## src/rtl/nn_pkg.sv

```systemverilog
// Shared types and fixed-point helpers for the sequential dense layer.
// NN_SAT_EN selects saturating narrowing; otherwise results wrap to WIDTH bits.
package nn_pkg;

  localparam int NN_WIDTH = 32;
  localparam int NN_FRAC  = 16;
  localparam int NN_MAXW  = 256;

  typedef enum logic [1:0] {IDLE, MAC, DONE} state_t;

  function automatic logic signed [NN_MAXW-1:0] nn_relu(input logic signed [NN_MAXW-1:0] r);
    return (r < 0) ? '0 : r;
  endfunction

  // Result is sign-extended from bit width-1 so callers can simply truncate.
  function automatic logic signed [NN_MAXW-1:0] nn_narrow(input logic signed [NN_MAXW-1:0] r,
                                                          input int width);
`ifdef NN_SAT_EN
    logic signed [NN_MAXW-1:0] one;
    logic signed [NN_MAXW-1:0] hi;
    logic signed [NN_MAXW-1:0] lo;
    one = 1;
    hi  = (one <<< (width - 1)) - one;
    lo  = ~hi;
    if (r > hi) return hi;
    if (r < lo) return lo;
    return r;
`else
    return (r <<< (NN_MAXW - width)) >>> (NN_MAXW - width);
`endif
  endfunction

endpackage

```

## src/rtl/nn_mac.sv

```systemverilog
// Registered signed multiply-accumulate: acc <= load ? load_val : en ? acc + a*b : acc.
// sum exposes acc + a*b so a finished neuron can be captured on the same edge it completes.
module nn_mac #(
  parameter int WIDTH = 32,
  parameter int ACC_W = 66
) (
  input  logic                    clk,
  input  logic                    rst_n,
  input  logic                    load,
  input  logic signed [ACC_W-1:0] load_val,
  input  logic                    en,
  input  logic signed [WIDTH-1:0] a,
  input  logic signed [WIDTH-1:0] b,
  output logic signed [ACC_W-1:0] sum
);

  localparam int PW = 2 * WIDTH;

  logic signed [PW-1:0]    prod;
  logic signed [ACC_W-1:0] acc_d, acc_q;

  always_comb begin
    prod = PW'(a) * PW'(b);
    sum  = acc_q + ACC_W'(prod);
  end

  always_comb begin
    acc_d = acc_q;
    if (load)    acc_d = load_val;
    else if (en) acc_d = sum;
  end

  always_ff @(posedge clk or negedge rst_n) begin
    if (!rst_n) acc_q <= '0;
    else        acc_q <= acc_d;
  end

endmodule

```

## src/rtl/nn_seq_dense_layer.sv

```systemverilog
// Sequential dense layer out = act(W*x + b), one product per cycle on a shared MAC.
// Narrowing saturates when NN_SAT_EN is defined, wraps otherwise.
module nn_seq_dense_layer
  import nn_pkg::*;
#(
  parameter int WIDTH = NN_WIDTH,
  parameter int FRAC  = NN_FRAC,
  parameter int NIN   = 2,
  parameter int NOUT  = 16,
  parameter int ACT   = 1,
  parameter logic [WIDTH*NIN*NOUT-1:0] WEIGHTS_FLAT = '0,
  parameter logic [WIDTH*NOUT-1:0]     BIAS_FLAT    = '0
) (
  input  logic                   clk,
  input  logic                   rst_n,
  input  logic                   in_valid,
  output logic                   in_ready,
  input  logic [WIDTH*NIN-1:0]   in_vec,
  output logic                   out_valid,
  input  logic                   out_ready,
  output logic [WIDTH*NOUT-1:0]  out_vec,
  output logic                   busy
);

  localparam int ACC_W = 2 * WIDTH + $clog2(NIN + 1);
  localparam int IW    = (NOUT > 1) ? $clog2(NOUT) : 1;
  localparam int JW    = (NIN > 1) ? $clog2(NIN) : 1;

  state_t                  state_q, state_d;
  logic [IW-1:0]           i_q, i_d;
  logic [JW-1:0]           j_q, j_d;
  logic [WIDTH*NIN-1:0]    x_q, x_d;
  logic [WIDTH*NOUT-1:0]   out_q, out_d;

  logic signed [WIDTH-1:0]   w_sel, x_sel, b_sel, narrowed;
  logic signed [ACC_W-1:0]   sum, load_val, r_full;
  logic signed [NN_MAXW-1:0] r_act;
  logic                      load, en;
  int                        bi;

  // Bias for the neuron that starts next: b[0] on accept, b[i+1] on neuron roll-over.
  always_comb begin
    bi       = (state_q == IDLE || i_q == IW'(NOUT - 1)) ? 0 : int'(i_q) + 1;
    w_sel    = WEIGHTS_FLAT[(NOUT*NIN - (int'(i_q)*NIN + int'(j_q)))*WIDTH - 1 -: WIDTH];
    x_sel    = x_q[int'(j_q)*WIDTH +: WIDTH];
    b_sel    = BIAS_FLAT[(NOUT - 1 - bi)*WIDTH +: WIDTH];
    load_val = ACC_W'(b_sel) <<< FRAC;
    r_full   = sum >>> FRAC;
    r_act    = (ACT != 0) ? nn_relu(NN_MAXW'(r_full)) : NN_MAXW'(r_full);
    narrowed = WIDTH'(nn_narrow(r_act, WIDTH));
  end

  nn_mac #(.WIDTH(WIDTH), .ACC_W(ACC_W)) u_mac (
    .clk      (clk),
    .rst_n    (rst_n),
    .load     (load),
    .load_val (load_val),
    .en       (en),
    .a        (w_sel),
    .b        (x_sel),
    .sum      (sum)
  );

  always_comb begin
    state_d = state_q;
    i_d     = i_q;
    j_d     = j_q;
    x_d     = x_q;
    out_d   = out_q;
    load    = 1'b0;
    en      = 1'b0;
    case (state_q)
      IDLE: begin
        if (in_valid) begin
          x_d     = in_vec;
          i_d     = '0;
          j_d     = '0;
          load    = 1'b1;
          state_d = MAC;
        end
      end
      MAC: begin
        en = 1'b1;
        if (j_q == JW'(NIN - 1)) begin
          out_d[int'(i_q)*WIDTH +: WIDTH] = narrowed;
          if (i_q == IW'(NOUT - 1)) begin
            state_d = DONE;
          end else begin
            i_d  = i_q + IW'(1);
            j_d  = '0;
            load = 1'b1;
          end
        end else begin
          j_d = j_q + JW'(1);
        end
      end
      DONE: begin
        if (out_ready) state_d = IDLE;
      end
      default: state_d = IDLE;
    endcase
  end

  always_ff @(posedge clk or negedge rst_n) begin
    if (!rst_n) begin
      state_q <= IDLE;
      i_q     <= '0;
      j_q     <= '0;
      x_q     <= '0;
      out_q   <= '0;
    end else begin
      state_q <= state_d;
      i_q     <= i_d;
      j_q     <= j_d;
      x_q     <= x_d;
      out_q   <= out_d;
    end
  end

  assign in_ready  = (state_q == IDLE);
  assign out_valid = (state_q == DONE);
  assign busy      = (state_q == MAC);
  assign out_vec   = out_q;

endmodule

```

## config.mk

```make
export PLATFORM = sky130hd
export DESIGN_NAME = nn_seq_dense_layer
export DESIGN_NICKNAME = d
export VERILOG_FILES = /design/src/rtl/nn_pkg.sv /design/src/rtl/nn_mac.sv /design/src/rtl/nn_seq_dense_layer.sv
export SDC_FILE = /design/constraint.sdc
export NUM_CORES = 1
export LEC_CHECK = 0
export ABC_AREA = 1
export BUFFER_PORTS_ARGS = -buffer_cell sky130_fd_sc_hd__buf_4
export CORE_UTILIZATION = 30
export CTS_CLUSTER_DIAMETER = 40
export DETAILED_ROUTE_END_ITERATION = 10
export PLACE_DENSITY_LB_ADDON = 0.15
export SYNTH_ARGS = -nofsm -noshare
export SYNTH_HDL_FRONTEND = slang
export SYNTH_SLANG_ARGS = --single-unit
```

## constraint.sdc

```tcl
create_clock -name clk -period 10.4 [get_ports clk]
set_clock_uncertainty 0.1 [all_clocks]
set_input_delay 1.04 -clock clk [delete_from_list [all_inputs] [get_ports clk]]
set_output_delay 1.04 -clock clk [all_outputs]
set_load 0.01 [all_outputs]
```

Word level (Yosys, flattened, before mapping)
Index checks and enable logic that the tools add are counted.
- output and inout bits: 515
- logic and storage cells: 62
- bits of input ports: 68
- bits in registers: 649
- order comparisons: 1
- multiplexer cells: 23
- eq/ne operators: 8
- add/subtract/negate cells: 9
- $mul: 1
- shifts and indexed selects: 5
- reductions and logical operators: 9
- operators with widths (operator ; count):
    indexed part select 1055 x 13 -> 32 bit (first input constant) ; 1
    bitwise mux 512 bit ; 1
    variable shift 32 x 33 -> 512 bit (first input constant) ; 1
    indexed part select 32 x 33 -> 512 bit ; 1
    indexed part select 512 x 11 -> 32 bit (first input constant) ; 1
    2-to-1 mux 66 bit ; 2
    adder 66 x 64 -> 66 bit ; 1
    multiplier 32 x 32 -> 64 bit ; 1
    indexed part select 64 x 7 -> 32 bit ; 1
    less-than comparator 50 x 1 -> 1 bit (second input constant) ; 1
    negation 9 -> 33 bit ; 1
    2-to-1 mux 32 bit ; 1
    subtractor 12 x 2 -> 13 bit (second input constant) ; 1
    2-to-1 mux 4 bit ; 3
    2-to-1 mux 2 bit ; 4
    one-hot mux 4 bit (2 select lines) ; 1
    AND reduction 4 bit ; 2
    2-to-1 mux 1 bit ; 7
    subtractor 6 x 6 -> 7 bit (first input constant) ; 1
    adder 5 x 1 -> 6 bit ; 1
    inequality test 2 x 1 -> 1 bit (second input constant) ; 3
    one-hot mux 2 bit (3 select lines) ; 1
    AND reduction 2 bit ; 3
    subtractor 4 x 5 -> 6 bit (first input constant) ; 1
    other kinds (12) ; 15

Logic depth before layout (Yosys ltp)
- word-level depth: 10
- mapped depth: 22
- gate-level depth less buffers: 21

Hierarchy
From an unflattened synthesis, not the netlist that was laid out.
- cell total of the unflattened synthesis: 9046
- area, all modules: 72814.8 µm²
- modules (own cells, without submodules) (module ; cells an instance ; instances ; area each (µm²) ; seq. area each (µm²)):
    nn_mac ; 5783 ; 1 ; 46240.6 ; 1651.6
    nn_seq_dense_layer ; 3263 ; 1 ; 26574.2 ; 14589.0

Worst setup path before layout
OpenSTA, ideal clock, no wires.
- kind: register to register
- start: reg j_q
- end: reg out_q[495], in the netlist out_vec[495]
- data arrival time: 3.828 ns
- path slack: 6.394 ns
- stages on the path, launching flop included: 23
- clock period less this slack: 4.006 ns
- library setup time: 0.078 ns
- buffers on the path: 1
- data required time: 10.222 ns
- cell sequence: dfrtp_1 > inv_2 > nand2_1 > nand2_2 > ha_1 > ha_1 > ha_1 > ha_1 > fa_1 > nand2_1 > nand2_1 > nand3_1 > nand2_1 > nand2_1 > nand2_1 > nand2_1 > nand2_1 > nand2_2 > buf_6 > nand3_1 > nor2_1 > nand3_1 > a21oi_1
- longest elaborated chain between the ends: 10
- elaborated cells on any way between the ends: 12
- classes of those cells: add/sub: 4; mul: 1; order compare: 1; shift: 3; mux: 2; reduce/logical: 1
- ends and longest elaborated chain (what ; RTL line ; text):
    from (decl) ; nn_seq_dense_layer.sv:31 ; logic [JW-1:0] j_q, j_d;
    from (signal assigned) ; nn_seq_dense_layer.sv:114 ; j_q <= j_d;
    adder 5 x 1 -> 6 bit ; nn_seq_dense_layer.sv:44 ; w_sel = WEIGHTS_FLAT[(NOUT*NIN - (int'(i_q)*NIN + int'(j_q)))*WIDTH - 1 -: WIDTH];
    subtractor 6 x 6 -> 7 bit ; nn_seq_dense_layer.sv:44 ;
    subtractor 12 x 2 -> 13 bit ; nn_seq_dense_layer.sv:44 ;
    indexed part select 1055 x 13 -> 32 bit ; nn_seq_dense_layer.sv:44 ;
    multiplier 32 x 32 -> 64 bit ; nn_mac.sv:23 ; prod = PW'(a) * PW'(b);
    adder 66 x 64 -> 66 bit ; nn_mac.sv:24 ; sum = acc_q + ACC_W'(prod);
    less-than comparator 50 x 1 -> 1 bit ; nn_pkg.sv:12 ; return (r < 0) ? '0 : r;
    2-to-1 mux 32 bit ; nn_pkg.sv:12 ;
    indexed part select 32 x 33 -> 512 bit ; nn_seq_dense_layer.sv:85 ; out_d[int'(i_q)*WIDTH +: WIDTH] = narrowed;
    bitwise mux 512 bit ; nn_seq_dense_layer.sv:85 ;
    to (signal assigned) ; nn_seq_dense_layer.sv:116 ; out_q <= out_d;
    to (decl) ; nn_seq_dense_layer.sv:33 ; logic [WIDTH*NOUT-1:0] out_q, out_d;
Several ways; a longest one is shown, not always the timed one.
A chain may end at the register's enable or synchronous reset.

Worst setup path in the final report
- start: reg j_q
- end: reg out_q[365], in the netlist out_vec[365]
The elaborated chain is that of the path after synthesis.

==> flow_metrics.py <==
metrics = {
    "run_status": {
        "status": "finished clean",
    },
    "drt": {
        "drtPass1Iterations": 5,
        "route.detailed.drc": 0,
        "wl_per_cell_um": 21.81,
        "drt_iter0_drc": 1216,
        "ant_nets": 0,
        "via_per_inst": 4.777,
        "routed_wl_um": 97680,
        "via_count": 21391,
    },
    "floorplan": {
        "core_um2": 84090,
        "dieArea_um2": 86570,
        "start_util": 0.3047,
        "die_w_um": 294.2,
        "die_h_um": 294.2,
        "row_count": 106,
        "ios": 583,
    },
    "logic_synthesis": {
        "synth_warnings": 0,
        "yosysTopAreaCell": "dfrtp_1",
        "syn_area_um2": 25620,
        "synth-seq-cells": 571,
        "post_synth_num_cell_types": 41,
        "synth_xor_area_frac": 0.004103,
        "synth_nets": 2950,
        "synth-simple-area-share": 0.1797,
        "synth-compound-area-share": 0.1304,
        "yosysTopAreaCellShare": 0.5578,
        "yosysSeqAreaShare": 0.5578,
        "synth_cells": 2745,
        "synth-adder-area-share": 0.06720,
        "synth_top_family_by_area": "simple AND/OR/NAND/NOR gates",
        "synthMuxAreaShare": 0,
        "synth_area_per_cell_um2": 9.333,
        "ys_top_cells_by_area": "dfrtp_1, a21oi_1, ha_1",
        "yosys_most_used_dff": "dfrtp_1",
        "ys_async_sr_fraction": 1.000,
        "synth-edff-count": 0,
    },
    "global_route": {
        "antenna_found_initial": 5,
        "grt_max_degree": 179,
        "grt-ovfl-total": 0,
        "track_usage": 0.2219,
        "grt_pass1_vias": 21666,
        "grt_pass1_wl_um": 142300,
    },
    "timing": {
        "maxSlewHeadroom": 0.1896,
        "setup_viol": 0,
        "worst_slew_pin_slew_ns": 1.214,
        "setup_ws_ns": 4.137,
        "period_share": 0.6022,
        "period_needed_ns": 6.263,
        "hold_violations": 0,
        "final-max-slew-violation-count": 0,
        "rsz0062_at_grt": "false",
        "tns_ns": 0,
        "fmax_mhz": 159.7,
    },
    "cells_and_area": {
        "nets": 3466,
        "drive_gt1_frac": 0.2821,
        "fillers": 8383,
        "syn_to_final_growth_pct": 33.87,
    },
    "power_and_ir_drop": {
        "comb_power_share": 0.427,
        "power.density_nw_per_um2": 346.8,
        "p_leak_nw": 17.70,
        "power_switching_mw": 4.880,
        "p_seq_frac": 0.277,
        "p_sw_frac": 0.4103,
        "internal-power_mw": 7.014,
        "clock_power_share": 0.296,
        "vdd_drop_max_mv": 0.1879,
    },
    "cts": {
        "insertion_delay_ns": 0.65,
        "h-tree-depth": 3,
        "ctsLongestPathBuffers": 3,
        "cts.clk_slew.worst_paths_ns": 0.05,
        "cts_tree": "built",
        "cts_hold_buf": 0,
        "cts_sinks": 571,
        "post_cts_buffers": 0,
        "clockRootBuffer": "clkbuf_16",
        "post_cts_resized": 0,
        "numCtsBuffers": 101,
    },
    "placed_design": {
        "dp_hpwl_um": 66430,
        "pre_cts_ws_ns": 4.147,
        "port_buffers": 520,
        "gp_congestion": 0.8685,
    },
    "worst_setup_path": {
        "worst-path-buf-inv": 1,
        "cpPeakStageDelay_ns": 0.97,
        "setup.worst_path.start_class": "flop",
        "end_kind": "flop",
        "crit_cells": 21,
        "rrSetupSlack_ns": 4.14,
        "crit_type": "reg -> reg",
        "startpoint": "j_q$_DFFE_PN0P_",
        "critical_path.max_fanout": 38,
        "rr_startpoint": "j_q$_DFFE_PN0P_",
        "cp_slowest_cell": "nor2_2",
        "required_ns": 10.88,
        "worstSetupEndpoint": "out_vec[365]$_DFFE_PN0P_",
        "r2r_cells": 21,
        "worst_r2r_endpoint": "out_vec[365]$_DFFE_PN0P_",
        "cp_cell_sequence": "inv_2, nand2_1, nand2_2, ha_1, ha_1, ha_1, ha_1, fa_1, nand2_1, nand2_1, nand3_1, nand2_1, nand2_1, nand2_1, nand2_1, nand2_1, nand2_2, nand3_1, nor2_2, nand3_1, a21oi_1",
        "crit_arrival_ns": 6.74,
        "crit_family": "simple AND/OR/NAND/NOR gates",
        "cpMostUsedCell": "nand2_1",
    },
    "run": {
        "maxCapViolCount": 0,
    },
    "worst_hold_path": {
        "hold_path_class": "in -> async",
    },
}
[power groups by stage]
stage	Sequential, mW	Clock, mW	Combinational [mW]
6_report	3.30	3.52	5.08
5_1_grt	3.38	3.69	5.60
4_1_cts	3.31	3.59	5.15
3_5_place_dp	3.33	0	5.12
3_3_place_gp	3.30	0	5.09
2_1_floorplan	3.55	0	2.45
[layout make-up]
cell class	count	area, µm²	share of cell area
inverter	232	870.8	0.02539
sequential	571	14290	0.4167
tap	1134	1419	0.04137
clock buffer	120	2720	0.07932
clock inverter	65	977.2	0.02849
antenna	1	2.502	0.00007297
timing repair buffer	554	4179	0.1219
multi-input combinational	1801	9836	0.2868
[metal layers]
layer / share of wire / routed length [µm] / global-route usage
met1: 0.44 / 42750 / 0.2945
met3: 0.074 / 7256 / 0.05521
met2: 0.45 / 44310 / 0.3474
met4: 0.034 / 3370 / 0.08371
met5: 0 / 0 / 0
[cells in the final DEF (no fill, tap or decap), drive strengths merged, types with 3 or more instances in the layout]
cell	synthesis	routed
clkbuf	67	120
dfrtp	571	571
nor3	11	11
nand4	10	10
inv	230	242
clkinv	2	31
xor2	8	8
nand3	186	186
nand2	255	255
xnor2	4	4
buf	74	554
a21o	5	5
a22o	17	17
a21oi	485	485
o21ai	102	102
bufinv	0	15
clkinvlp	0	9
or2	132	132
o21bai	3	3
nor2	433	433
ha	136	136
[worst reg2reg max path, delay by kind of cell, from the launching register on]
kind / cells / cell delay (ns)
AOI/OAI and AO/OA: 1 / 0.24
buffers and inverters: 1 / 0.09
DFF: 1 / 0.38
adders and majority gates: 5 / 1.68
and+or+nand+nor: 14 / 3.75
[worst min-delay path by stage]
stage	start	end	slack, ns	cells after the start
floorplan	x_q[31]$_DFFE_PN0P_	x_q[31]$_DFFE_PN0P_	0.35	2
global placement	out_vec[277]$_DFFE_PN0P_	out_vec[277]$_DFFE_PN0P_	0.37	2
detailed placement	u_mac.acc_q[60]$_DFFE_PN0P_	u_mac.acc_q[60]$_DFFE_PN0P_	0.37	2
CTS	rst_n	u_mac.acc_q[16]$_DFFE_PN0P_	0.33	1
global route	rst_n	out_vec[414]$_DFFE_PN0P_	0.36	1
finish	rst_n	u_mac.acc_q[48]$_DFFE_PN0P_	0.34	1
[Yosys cell counts (3+ instances only)]
master and count:
nor2_4 7, or2_1 8, nand3_1 185, inv_1 220, or2_2 124, clkbuf_1 67, nor3_1 5, a21oi_1 457
a21o_1 5, buf_1 8, a21oi_2 28, o21ai_0 94, o21bai_1 3, nor3_2 4, a22o_1 17, xnor2_1 4
buf_6 12, nor2_1 412, o21ai_1 8, nand2_1 253, dfrtp_1 571, buf_2 54, xor2_1 8, ha_1 136
inv_2 10, nor2_2 14, nand4_1 10
[registers in the layout (all words and copies together) (netlist names)]
name         flops
j_q              1
u_mac.acc_q     50
i_q              4
x_q              2
state_q          2
out_vec        512
[logic make-up after synthesis]
| logic type | after synthesis |
|---|---|
| AND/OR/NAND/NOR | 1028 |
| AO/OA/AOI/OAI | 624 |
| flip-flops | 571 |
| buffers and inverters | 373 |
| adder cells (fa/ha/maj) | 137 |
| XOR/XNOR | 12 |
[metrics by stage]
stage / util / total power [mW] / hold WS [ns] / instance area (µm²) / instances
2_1_floorplan: - / 6.000 / 0.3492 / 25620 / 2745
3_3_place_gp: 0.3638 / 8.394 / 0.3711 / 30590 / 4292
3_5_place_dp: 0.3638 / 8.445 / 0.3735 / 30590 / 4292
4_1_cts: 0.4078 / 12.05 / 0.3253 / 34290 / 4477
5_1_grt: 0.4078 / 12.68 / 0.3628 / 34290 / 4477
6_report: 0.4078 / 11.89 / 0.3371 / 34290 / 4478
Power figures use the tool's default switching activity.
